<file path="config.mk">
export PLATFORM = sky130hd
export DESIGN_NAME = debug_sequencer
export DESIGN_NICKNAME = d
export VERILOG_FILES = /design/src/rtl/debug_sequencer.sv
export SDC_FILE = /design/constraint.sdc
export NUM_CORES = 1
export LEC_CHECK = 0
export ABC_AREA = 1
export CORE_MARGIN = 2
export CORE_UTILIZATION = 40
export CTS_CLUSTER_DIAMETER = 120
export DETAILED_ROUTE_END_ITERATION = 7
export HOLD_SLACK_MARGIN = 0.15
export PLACE_DENSITY = 0.71
export SLEW_MARGIN = 20
export SYNTH_ARGS = -nofsm -noshare
export SYNTH_HDL_FRONTEND = slang
export SYNTH_SLANG_ARGS = --single-unit
</file>
<file path="constraint.sdc">
create_clock -name CLK -period 1.44 [get_ports CLK]
set_input_delay 0.144 -clock CLK [delete_from_list [all_inputs] [get_ports CLK]]
set_output_delay 0.144 -clock CLK [all_outputs]
set_load 0.1 [all_outputs]
</file>
<file path="src/rtl/debug_sequencer.sv">
// ---------------------------------------------------------------------------
// debug_sequencer
//
// Takes one host debug command at a time and walks it through CPU halt, op
// presentation to the debug op decoder, an optional bus wait and result
// capture. It then returns exactly one response per command.
//
// Optional feature (compile-time macro DEBUG_SEQ_TIMEOUT_EN):
//   A bus-wait watchdog. If BUS_DONE has not arrived after TIMEOUT_CYC cycles
//   in BUS_WAIT, the command completes with RSP_STATUS=01 and RSP_DATA=0.
//   Without the macro there is no counter, BUS_WAIT waits indefinitely and
//   RSP_STATUS is always 00.
//
// Ports:
//   CLK, RESETN          clock, asynchronous active-low reset
//   CMD_*                command channel (valid/ready) with op, argument,
//                        auto-increment, breakpoint enable, address load, data
//   HALT_REQ / HALTED    CPU halt request and acknowledge
//   DEBUG_OP/ARG/...     op, argument and qualifiers for the debug op decoder
//   DEBUG_ADDR/WDATA     debug address register and write data register
//   BUS_DONE/DEBUG_RDATA bus completion pulse and datapath read data
//   RSP_*                response channel (valid/ready) with data and status
// ---------------------------------------------------------------------------
module debug_sequencer #(
  parameter int DATA_W      = 16,
  parameter int ADDR_STEP   = 2,
  parameter int TIMEOUT_CYC = 255
) (
  input  logic              CLK,
  input  logic              RESETN,
  input  logic              CMD_VALID,
  output logic              CMD_READY,
  input  logic [2:0]        CMD_OP,
  input  logic [2:0]        CMD_ARG,
  input  logic              CMD_INC,
  input  logic              CMD_EN_BKP,
  input  logic              CMD_LD_ADDR,
  input  logic [DATA_W-1:0] CMD_DATA,
  output logic              HALT_REQ,
  input  logic              HALTED,
  output logic [2:0]        DEBUG_OP,
  output logic [2:0]        DEBUG_ARG,
  output logic              DEBUG_ADDR_INC,
  output logic              DEBUG_EN_BKP,
  output logic [DATA_W-1:0] DEBUG_ADDR,
  output logic [DATA_W-1:0] DEBUG_WDATA,
  input  logic              BUS_DONE,
  input  logic [DATA_W-1:0] DEBUG_RDATA,
  output logic              RSP_VALID,
  input  logic              RSP_READY,
  output logic [DATA_W-1:0] RSP_DATA,
  output logic [1:0]        RSP_STATUS
);

  localparam logic [2:0] OP_NOP      = 3'd0;
  localparam logic [2:0] OP_WR_BKP   = 3'd1;
  localparam logic [2:0] OP_RD_REG   = 3'd2;
  localparam logic [2:0] OP_RD_CC    = 3'd3;
  localparam logic [2:0] OP_RD_PC    = 3'd4;
  localparam logic [2:0] OP_RD_INSTR = 3'd5;
  localparam logic [2:0] OP_RD_MEM   = 3'd6;
  localparam logic [2:0] OP_WR_MEM   = 3'd7;

  localparam logic [1:0] STATUS_OK      = 2'b00;
  localparam logic [1:0] STATUS_TIMEOUT = 2'b01;

  typedef enum logic [2:0] {
    IDLE      = 3'd0,
    HALT_WAIT = 3'd1,
    ISSUE     = 3'd2,
    BUS_WAIT  = 3'd3,
    CAPTURE   = 3'd4,
    RESPOND   = 3'd5
  } state_t;

  // Ops that need the bus sequencer before data is available.
  function automatic logic is_bus_op(input logic [2:0] op);
    return (op == OP_RD_INSTR) || (op == OP_RD_MEM) || (op == OP_WR_MEM);
  endfunction

  // Ops that advance DEBUG_ADDR when auto-increment is requested.
  function automatic logic is_inc_op(input logic [2:0] op);
    return (op == OP_RD_REG) || (op == OP_RD_CC) || (op == OP_RD_PC) ||
           (op == OP_RD_MEM) || (op == OP_WR_MEM);
  endfunction

  // Write ops echo their write data instead of returning datapath data.
  function automatic logic is_echo_op(input logic [2:0] op);
    return (op == OP_WR_BKP) || (op == OP_WR_MEM);
  endfunction

  state_t              state_r;
  state_t              state_s;
  logic                ready_r;
  logic                accept_s;
  logic                nop_done_s;
  logic                timeout_s;
  logic [2:0]          op_r;
  logic [2:0]          arg_r;
  logic                inc_r;
  logic                en_bkp_r;
  logic [DATA_W-1:0]   addr_r;
  logic [DATA_W-1:0]   wdata_r;
  logic                halt_req_r;
  logic [2:0]          debug_op_r;
  logic                rsp_valid_r;
  logic [DATA_W-1:0]   rsp_data_r;
  logic [1:0]          rsp_status_r;

  // ready_r comes out of reset low and rises one edge later, so a command
  // held valid through reset is never taken in the reset cycle.
  assign accept_s   = CMD_VALID & ready_r;
  assign nop_done_s = (state_r == HALT_WAIT) && HALTED && (op_r == OP_NOP);

`ifdef DEBUG_SEQ_TIMEOUT_EN
  localparam int CNT_W = ($clog2(TIMEOUT_CYC + 1) > 8) ? $clog2(TIMEOUT_CYC + 1) : 8;
  logic [CNT_W-1:0] bus_cnt_r;

  // Bus-wait cycle counter: zero outside BUS_WAIT, so it is clear on entry.
  always_ff @(posedge CLK or negedge RESETN) begin
    if (!RESETN) begin
      bus_cnt_r <= {CNT_W{1'b0}};
    end else if (state_r != BUS_WAIT) begin
      bus_cnt_r <= {CNT_W{1'b0}};
    end else begin
      bus_cnt_r <= bus_cnt_r + {{(CNT_W-1){1'b0}}, 1'b1};
    end
  end
`else
  logic [31:0] timeout_unused_s;
  assign timeout_unused_s = 32'(TIMEOUT_CYC);
`endif

  // Next-state logic and the bus-wait timeout decision.
  always_comb begin
    state_s   = state_r;
    timeout_s = 1'b0;
    case (state_r)
      IDLE: begin
        if (accept_s) state_s = HALT_WAIT;
        else          state_s = IDLE;
      end
      HALT_WAIT: begin
        if (!HALTED)               state_s = HALT_WAIT;
        else if (op_r == OP_NOP)   state_s = RESPOND;
        else                       state_s = ISSUE;
      end
      ISSUE: begin
        if (is_bus_op(op_r)) state_s = BUS_WAIT;
        else                 state_s = CAPTURE;
      end
      BUS_WAIT: begin
        // BUS_DONE wins over a timeout landing on the same cycle.
        if (BUS_DONE) begin
          state_s = CAPTURE;
        end else begin
`ifdef DEBUG_SEQ_TIMEOUT_EN
          // bus_cnt_r holds the number of BUS_WAIT cycles already completed,
          // so this is the TIMEOUT_CYC-th cycle.
          if (bus_cnt_r == CNT_W'(TIMEOUT_CYC - 1)) begin
            state_s   = RESPOND;
            timeout_s = 1'b1;
          end else begin
            state_s = BUS_WAIT;
          end
`else
          state_s = BUS_WAIT;
`endif
        end
      end
      CAPTURE: begin
        state_s = RESPOND;
      end
      RESPOND: begin
        if (RSP_READY) state_s = IDLE;
        else           state_s = RESPOND;
      end
      default: begin
        state_s = IDLE;
      end
    endcase
  end

  // State register plus the registered handshake and op-presentation outputs.
  always_ff @(posedge CLK or negedge RESETN) begin
    if (!RESETN) begin
      state_r     <= IDLE;
      ready_r     <= 1'b0;
      debug_op_r  <= 3'd0;
      rsp_valid_r <= 1'b0;
    end else begin
      state_r     <= state_s;
      ready_r     <= (state_s == IDLE);
      rsp_valid_r <= (state_s == RESPOND);
      if ((state_s == ISSUE) || (state_s == BUS_WAIT) || (state_s == CAPTURE)) begin
        debug_op_r <= op_r;
      end else begin
        debug_op_r <= OP_NOP;
      end
    end
  end

  // Command latch; the address load happens on the accepting edge.
  always_ff @(posedge CLK or negedge RESETN) begin
    if (!RESETN) begin
      op_r     <= 3'd0;
      arg_r    <= 3'd0;
      inc_r    <= 1'b0;
      en_bkp_r <= 1'b0;
      wdata_r  <= {DATA_W{1'b0}};
    end else if (accept_s) begin
      op_r     <= CMD_OP;
      arg_r    <= CMD_ARG;
      inc_r    <= CMD_INC;
      en_bkp_r <= CMD_EN_BKP;
      wdata_r  <= CMD_DATA;
    end else begin
      op_r     <= op_r;
      arg_r    <= arg_r;
      inc_r    <= inc_r;
      en_bkp_r <= en_bkp_r;
      wdata_r  <= wdata_r;
    end
  end

  // Debug address register: host load on accept, auto-increment in CAPTURE.
  // A timed-out command never reaches CAPTURE, so it leaves the address alone.
  always_ff @(posedge CLK or negedge RESETN) begin
    if (!RESETN) begin
      addr_r <= {DATA_W{1'b0}};
    end else if (accept_s && CMD_LD_ADDR) begin
      addr_r <= CMD_DATA;
    end else if ((state_r == CAPTURE) && inc_r && is_inc_op(op_r)) begin
      addr_r <= addr_r + DATA_W'(ADDR_STEP);
    end else begin
      addr_r <= addr_r;
    end
  end

  // Halt request: raised on accept, held until the response handshake.
  always_ff @(posedge CLK or negedge RESETN) begin
    if (!RESETN) begin
      halt_req_r <= 1'b0;
    end else if (accept_s) begin
      halt_req_r <= 1'b1;
    end else if ((state_r == RESPOND) && RSP_READY) begin
      halt_req_r <= 1'b0;
    end else begin
      halt_req_r <= halt_req_r;
    end
  end

  // Response payload: written only on the way into RESPOND, then held.
  always_ff @(posedge CLK or negedge RESETN) begin
    if (!RESETN) begin
      rsp_data_r   <= {DATA_W{1'b0}};
      rsp_status_r <= STATUS_OK;
    end else if (state_r == CAPTURE) begin
      rsp_data_r   <= is_echo_op(op_r) ? wdata_r : DEBUG_RDATA;
      rsp_status_r <= STATUS_OK;
    end else if (nop_done_s) begin
      rsp_data_r   <= {DATA_W{1'b0}};
      rsp_status_r <= STATUS_OK;
    end else if (timeout_s) begin
      rsp_data_r   <= {DATA_W{1'b0}};
      rsp_status_r <= STATUS_TIMEOUT;
    end else begin
      rsp_data_r   <= rsp_data_r;
      rsp_status_r <= rsp_status_r;
    end
  end

  assign CMD_READY      = ready_r;
  assign HALT_REQ       = halt_req_r;
  assign DEBUG_OP       = debug_op_r;
  assign DEBUG_ARG      = arg_r;
  assign DEBUG_ADDR_INC = inc_r;
  assign DEBUG_EN_BKP   = en_bkp_r;
  assign DEBUG_ADDR     = addr_r;
  assign DEBUG_WDATA    = wdata_r;
  assign RSP_VALID      = rsp_valid_r;
  assign RSP_DATA       = rsp_data_r;
  assign RSP_STATUS     = rsp_status_r;

endmodule

</file>
# After elaboration in Yosys (flattened, before gate mapping)
# Cells that the tools add are included.
[word_totals]
word_cells = 69
ff_bits = 67
[op_classes]
eq_ne = 16
muxes = 17
addsub = 1
bitwise_logic = 1
n_reduce_logical = 21
[ops]
columns = ["op", "n"]
rows = [
  ["16-bit two-way mux", 5],
  ["3-bit equality test (second input constant)", 8],
  ["3-bit by 2-bit equality test with 1-bit output (second input constant)", 6],
  ["3-bit two-way mux", 6],
  ["3-bit one-hot mux with 6 select lines", 1],
  ["16-bit by 2-bit adder with 16-bit output (second input constant)", 1],
  ["3-bit zero test", 3],
  ["1-bit logical OR", 9],
  ["3-bit by 1-bit equality test with 1-bit output (second input constant)", 2],
  ["1-bit logical AND", 6],
  ["2-bit nonzero test", 3],
  ["2-bit two-way mux", 2],
  ["1-bit two-way mux", 3],
  ["1-bit bitwise AND", 1],
]

# Depth between registers and ports, before layout
[logic_depth]
ltp_word = 9
depth_mapped = 8
depth_no_buf = 8

# Worst setup path after synthesis
# Ideal clock, no wire load.
[synth_path]
path_kind = "register to register"
start = "reg addr_r[2], in the netlist DEBUG_ADDR[2]"
end = "reg addr_r[11], in the netlist DEBUG_ADDR[11]"
path_stages_with_launch = 7
synth_period_minus_slack_ps = 2074
t_arrival_ps = 1957
setup_slack_ps = -634
cell_sequence = "dfrtp_1 -> ha_1 -> nand2_1 -> nor3_1 -> nand3_1 -> nor2_1 -> nor2_1"
[synth_between]
elab_chain_cells = 3
[synth_rtl]
columns = ["item", "line", "source"]
rows = [
  ["start, declared", "102", "logic [DATA_W-1:0] addr_r;"],
  ["start signal, assigned", "230", "addr_r <= {DATA_W{1'b0}};"],
  ["start signal, assigned", "234", "addr_r <= addr_r + DATA_W'(ADDR_STEP);"],
  ["start signal, assigned", "236", "addr_r <= addr_r;"],
  ["16-bit by 2-bit adder with 16-bit output", "234", ""],
  ["16-bit two-way mux", "233", "end else if ((state_r == CAPTURE) && inc_r && is_inc_op(op_r)) begin"],
  ["16-bit two-way mux", "231", "end else if (accept_s && CMD_LD_ADDR) begin"],
]
# No other way between the ends. The select of a mux whose other input is x is not followed.
# A chain may end at the register's enable or synchronous reset.

# Worst setup path after layout
[layout_path]
start = "reg ready_r, in the netlist CMD_READY"
end = "reg addr_r[9], in the netlist DEBUG_ADDR[9]"
[layout_between]
elab_chain_cells = 3
[layout_rtl]
columns = ["item", "line", "source"]
rows = [
  ["start, declared", "94", "logic ready_r;"],
  ["start signal, assigned", "193", "ready_r <= (state_s == IDLE);"],
  ["1-bit bitwise AND (*)", "112", "assign accept_s = CMD_VALID & ready_r;"],
  ["1-bit logical AND (*)", "231", ""],
  ["16-bit two-way mux / 2-bit nonzero test (equally long branches)", "--", ""],
]
# Every way passes the cells marked *; elsewhere a longest branch is shown, timed or not.

==> impl_metrics.json <==
{
  "hpwl_um": 7000,
  "ctsLongestPathBuffers": 2,
  "pre_cts_slack_ns": -0.103,
  "gp_congestion": 0.849,
  "syn_to_final_growth_pct": 66.7,
  "synth-main-ff-cell": "dfrtp_1",
  "port_buffers": 105,
  "holdCritPathClass": "in -> reg",
  "cp-startpoint": "CMD_READY",
  "worstPathMaxFanout": 9,
  "first_global_vias": 3218,
  "period_minus_slack_ns": 1.36,
  "grt_pass1_wl_um": 15700,
  "layout_commonest_cell": "nand2_1",
  "postSynthAreaPerCell_sq_um": 7.78,
  "wl_um": 9480,
  "status": "finished, final reports clean",
  "clockRootBuffer": "clkbuf_8",
  "htreeDepth": 3,
  "routedWlPerCell_um": 14.3,
  "clk_latency_ns": 0.34,
  "antenna_cells": 0,
  "die_area_sq_um": 9030,
  "hp-start": "CMD_INC",
  "timing.fmax_mhz": 734,
  "ioPinCount": 108,
  "critPathKind": "reg -> reg",
  "track_usage_pct": 22.4,
  "setup_slack_ns": 0.0780,
  "ys_async_sr_fraction_pct": 100,
  "grt_use_met3_pct": 2.92,
  "grt-ovfl-total": 0,
  "drive_gt1_share_pct": 26.2,
  "synthDistinctLibCells": 32,
  "drtPass1Iterations": 4,
  "min_period_over_period_pct": 94.6,
  "fin_util_pct": 67.9,
  "worstPathArrival_ns": 1.59,
  "synth_warnings": 0,
  "core_area_sq_um": 8130,
  "worstPathRequired_ns": 1.67,
  "grt_max_degree": 66,
  "numPlacedInstances": 638,
  "place_area_sq_um": 5230,
  "die_w_um": 95.0,
  "busiest_layer": "met2",
  "die_h_um": 95.0,
  "syn-cell-area_sq_um": 3310,
  "fin_skew_ns": 0.00957,
  "use_met2_pct": 37.3,
  "cts.sinks": 65,
  "met1_usage_pct": 30.4,
  "final_antenna_net_count": 0,
  "drv_slew": 0,
  "start_util_pct": 40.7,
  "synth-edff-count": 0,
  "drc": 0,
  "cts_buffers": 9,
  "startpoint_type": "flip-flop",
  "syn_inst": 426,
  "r2r-start": "CMD_READY",
  "nNetsFinal": 600,
  "ys_ff_latch": 65,
  "cts_tree": "done",
  "finalSetupViolCount": 0,
  "maxCapViolCount": 0,
  "seq_area_frac_synth_pct": 49.1,
  "drtIter0Drc": 122,
  "grt_antenna_before_repair": 0,
  "vias": 3243,
  "num_rows": 33,
  "endpoint_kind": "flip-flop",
  "vias_per_cell": 4.90,
  "clk_pin_slew_ns": 0.08,
  "fin_area_sq_um": 5520,
  "stdcell_count": 662,
  "final_hold_viol_count": 0,
  "final_cell_mix": "nand2_1, buf_12, dfrtp_1",
  "rsz0062_at_grt": "true"
}
[layer usage]
layer / up-vias / part of all wire [%]
li1: 1612 / -
met1: 1514 / 44
met2: 108 / 50
met3: 9 / 5.7
met4: 0 / 1.0
met5: - / 0
[synthesized netlist by cell type, types with 3 or more instances]
cell type    n  share of area, %
dfrtp_1     65                49
buf_2        7               1.1
nand2_1    120                14
o21ai_0     45               6.8
nand4_1      3              0.57
nor2_4       3               1.0
nand3_1     44               6.6
nor3_1       3              0.45
or2_2        3              0.57
o21ai_1     14               2.1
inv_2        8              0.91
buf_4        4              0.91
a21oi_1      3              0.45
inv_1       42               4.8
nor2_1      39               4.4
[worst max-delay path: stages, from the launching register on]
cell     delay (ns)
dfrtp_4        0.51
nand2_4        0.09
nor2_4         0.06
buf_12         0.13
or2_2          0.26
inv_1          0.06
nand2_1        0.05
nand2_1        0.06
nor2_1         0.04
[cell type report]
cell class	instances	area, sq um
Clock buffer	9	124
Timing Repair Buffer	128	1870
Multi-Input combinational cell	298	1470
Tap cell	105	131
Clock inverter	7	70.1
Sequential cell	65	1670
Inverter	50	190
Fill cell	625	2610
[registers in the layout, summed over array words and instances, names as in the netlist]
name,cells
RSP_DATA,16
DEBUG_OP,3
state_r,3
DEBUG_ADDR_INC,1
HALT_REQ,1
op_r,3
RSP_VALID,1
DEBUG_ADDR,16
DEBUG_WDATA,16
CMD_READY,1
DEBUG_EN_BKP,1
DEBUG_ARG,3
[cell families (layout without fill, tap and decap cells)]
group / count (synthesis) / in the layout / synth area share [%]
adders and majority gates: 1 / 1 / 0.377
DFF: 65 / 65 / 49.1
and+or+nand+nor: 227 / 228 / 31.0
buffers and inverters: 65 / 194 / 8.53
xor gates and xnor gates: 2 / 2 / 0.529
AOI/OAI and AO/OA: 65 / 65 / 10.3
other: 1 / 2 / 0.113
[stage by stage]
stage / TNS [ns] / hold slack [ns]
finish: 0 / 0.340
global route: -0.108 / 0.372
detailed placement: -1.06 / 0.185
global placement: -0.528 / 0.182
floorplan: -0.110 / -0.152
CTS: 0 / 0.332
[worst paths after layout]
| path | end | slack [ns] | cells after the start |
|---|---|---|---|
| max | DEBUG_ADDR[9] | 0.08 | 8 |
| min | DEBUG_ADDR_INC | 0.34 | 3 |
| max reg2reg | DEBUG_ADDR[9] | 0.08 | 8 |
| min reg2reg | DEBUG_OP[1] | 0.52 | 2 |
| max in group asynchronous | DEBUG_ADDR_INC | 0.77 | 3 |
| min in group asynchronous | DEBUG_ARG[2] | 0.35 | 3 |
[what timing repair did]
action | 4_1_cts | 5_1_grt
endpoints found under the setup margin | 0 | 29
buffers inserted | 0 | 6
hold buffers | 1 | 0
hold endpoints to repair | 65 | 0
resized for setup | 0 | 10
Power is not shown: default switching activity piles up to over one toggle a cycle in this logic, so the estimate is an artifact.
==> patch (same settings) <==
The option `DEBUG_SEQ_TIMEOUT_EN` is turned on by a define.
--- a/src/rtl/debug_sequencer.sv
+++ b/src/rtl/debug_sequencer.sv
@@ -21,6 +21,8 @@
 //   BUS_DONE/DEBUG_RDATA bus completion pulse and datapath read data
 //   RSP_*                response channel (valid/ready) with data and status
 // ---------------------------------------------------------------------------
+`define DEBUG_SEQ_TIMEOUT_EN
+
 module debug_sequencer #(
   parameter int DATA_W      = 16,
   parameter int ADDR_STEP   = 2,
Behaviour: same outputs for any inputs over 10 cycles, from zero or initial values and one cycle with RESETN low; that may be too few to reach the edited logic, so the function may still have changed.
==> patch against the original RTL <==
Wire length rose by 19%; critical endpoint is now DEBUG_ADDR[11]; cell area up 12%; count of clock-buffer cells in the layout unchanged; sequential cell count rose by 9; the flow now finishes with violations (setup timing); sequential share of layout area increased by 0.62 points; area after synthesis grew 11%; setup slack lost 0.11 ns; maximum frequency decreased by 7.6%; largest cell class unchanged.
Power is left out: the tool's default activity adds up to more than one toggle a clock period on the data nets, which glitch-free logic cannot reach.
==> patch: results <==
set metrics [dict create \
    root_buffer "clkbuf_8" \
    clk_pin_slew_ns 0.09 \
    finalNonFillerCells 707 \
    routed_wl_um 11300 \
    fin_ws_ns -0.0344 \
    reg2reg_depth 8 \
    ys_types 34 \
    nets 644 \
    avgSynthCellArea_um2 8.12 \
    antenna_found_initial 0 \
    viasPerCell 5.14 \
    worstReg2RegStart "state_r[1]" \
    drtIter0Drc 209 \
    io_buffers 106 \
    gp_congestion 0.916 \
    first_pass_iters 5 \
    htreeDepth 3 \
    hpwlAfterDp_um 8130 \
    placed_cell_area_mm2 0.00573 \
    skew_ns 0.00671 \
    violations "setup timing" \
    r2r-end "DEBUG_ADDR[11]" \
    grt_pass1_wl_um 17600 \
    grt.total_usage 0.222 \
    fin_hold_ws_ns 0.246 \
    cp.arrival_ns 1.76 \
    drive_gt1_frac 0.332 \
    synthesis.nets 503 \
    yosysWarningCount 0 \
    min_path_type "primary input to asynchronous set/reset pin" \
    clk_path_buf_depth 2 \
    setup_viol 2 \
    first_global_vias 3501 \
    synthArstFlopShare 1.00 \
    n_fill_cell 638 \
    yosys-top-cells-area "dfrtp_1 (50%), nand2_1 (11%), o21ai_0 (6.5%)" \
    place_ws_ns -0.141 \
    synth_commonest_cells "nand2_1 (108), dfrtp_1 (74), nor2_1 (55), o21ai_0 (48), inv_1 (36)" \
    grt_start_max_net_pins 48 \
    yosysSeqAreaShare 0.504 \
    path_max_fanout 4 \
    insertion_delay_ns 0.36 \
    cts-buffers-inserted 9 \
    critical-path-slowest-cell "dfrtp_1" \
    dp.cells 680 \
    timing.critical_path.slowest_cell_delay_ns 0.40 \
    status "finished, violations left" \
    path_class "flop to flop" \
    n_antenna_cell 0 \
    critPathTopFamily "simple AND/OR/NAND/NOR gates" \
]
==> patch: cell types whose count changed in the layout (fill, tap and decap cells not counted), moves of 5 or more <==
cell      delta
buf_4       +15
dfrtp_1      +7
dfrtp_4      +5
inv_1        -9
nand2_1     -19
nand2_2     +11
nand3_1     -15
nand3_2      +8
nor2_1       +5
nor2_2      +10
o211ai_1     +5
o21ai_1      +6
==> patch: per-stage QoR <==
step,utilization,TNS [ns]
CTS,0.682,0
detailed placement,0.650,-1.68
global route,0.703,-0.775
global placement,0.650,-0.468
floorplan,-,-0.309
finish,0.703,-0.0447
==> patch: logic make-up (layout without fill, tap and decap cells) <==
logic type               count (synthesis)  after routing  share of synthesized area
buffers and inverters                   55            201                     0.0636
AO/OA/AOI/OAI                           85             85                      0.126
AND/OR/NAND/NOR                        234            234                      0.293
other                                    1              1                    0.00102
adder cells (fa/ha/maj)                  3              3                     0.0102
XOR/XNOR                                 1              1                    0.00238
flip-flops                              74             74                      0.504
==> patch: timing repair <==
action                                 CTS  global route
endpoints found under the hold margin   74             0
setup endpoints to repair               12            31
resized for setup                       10            36
hold buffers                             1             0
buffers inserted                         2             7
pin swaps                                6            10
cloned                                   0             1
==> patch: worst max-delay path by stage <==
stage	to	slack (ns)	cells past startpoint
6_report	DEBUG_ADDR[11]	-0.03	8
3_5_place_dp	RSP_DATA[10]	-0.14	7
4_1_cts	DEBUG_OP[0]	0.002	9
5_1_grt	CMD_READY	-0.07	9
2_1_floorplan	DEBUG_ADDR[15]	-0.13	10
3_3_place_gp	DEBUG_OP[0]	-0.07	8
==> patch: per-layer routing <==
metal	global-route usage	wire, µm
met1	0.299	4650
met2	0.368	5860
met3	0.0474	653
met4	0.0537	136
met5	0	0
==> patch: cell type report <==
cell class | instances | area (µm²) | area share
flip-flops and latches | 74 | 1910 | 0.308
inverters | 41 | 166 | 0.0269
well taps | 108 | 135 | 0.0218
repair buffers | 144 | 2010 | 0.325
clock inverters | 7 | 82.6 | 0.0133
multi-input cells | 324 | 1770 | 0.285
clock buffers | 9 | 124 | 0.0200
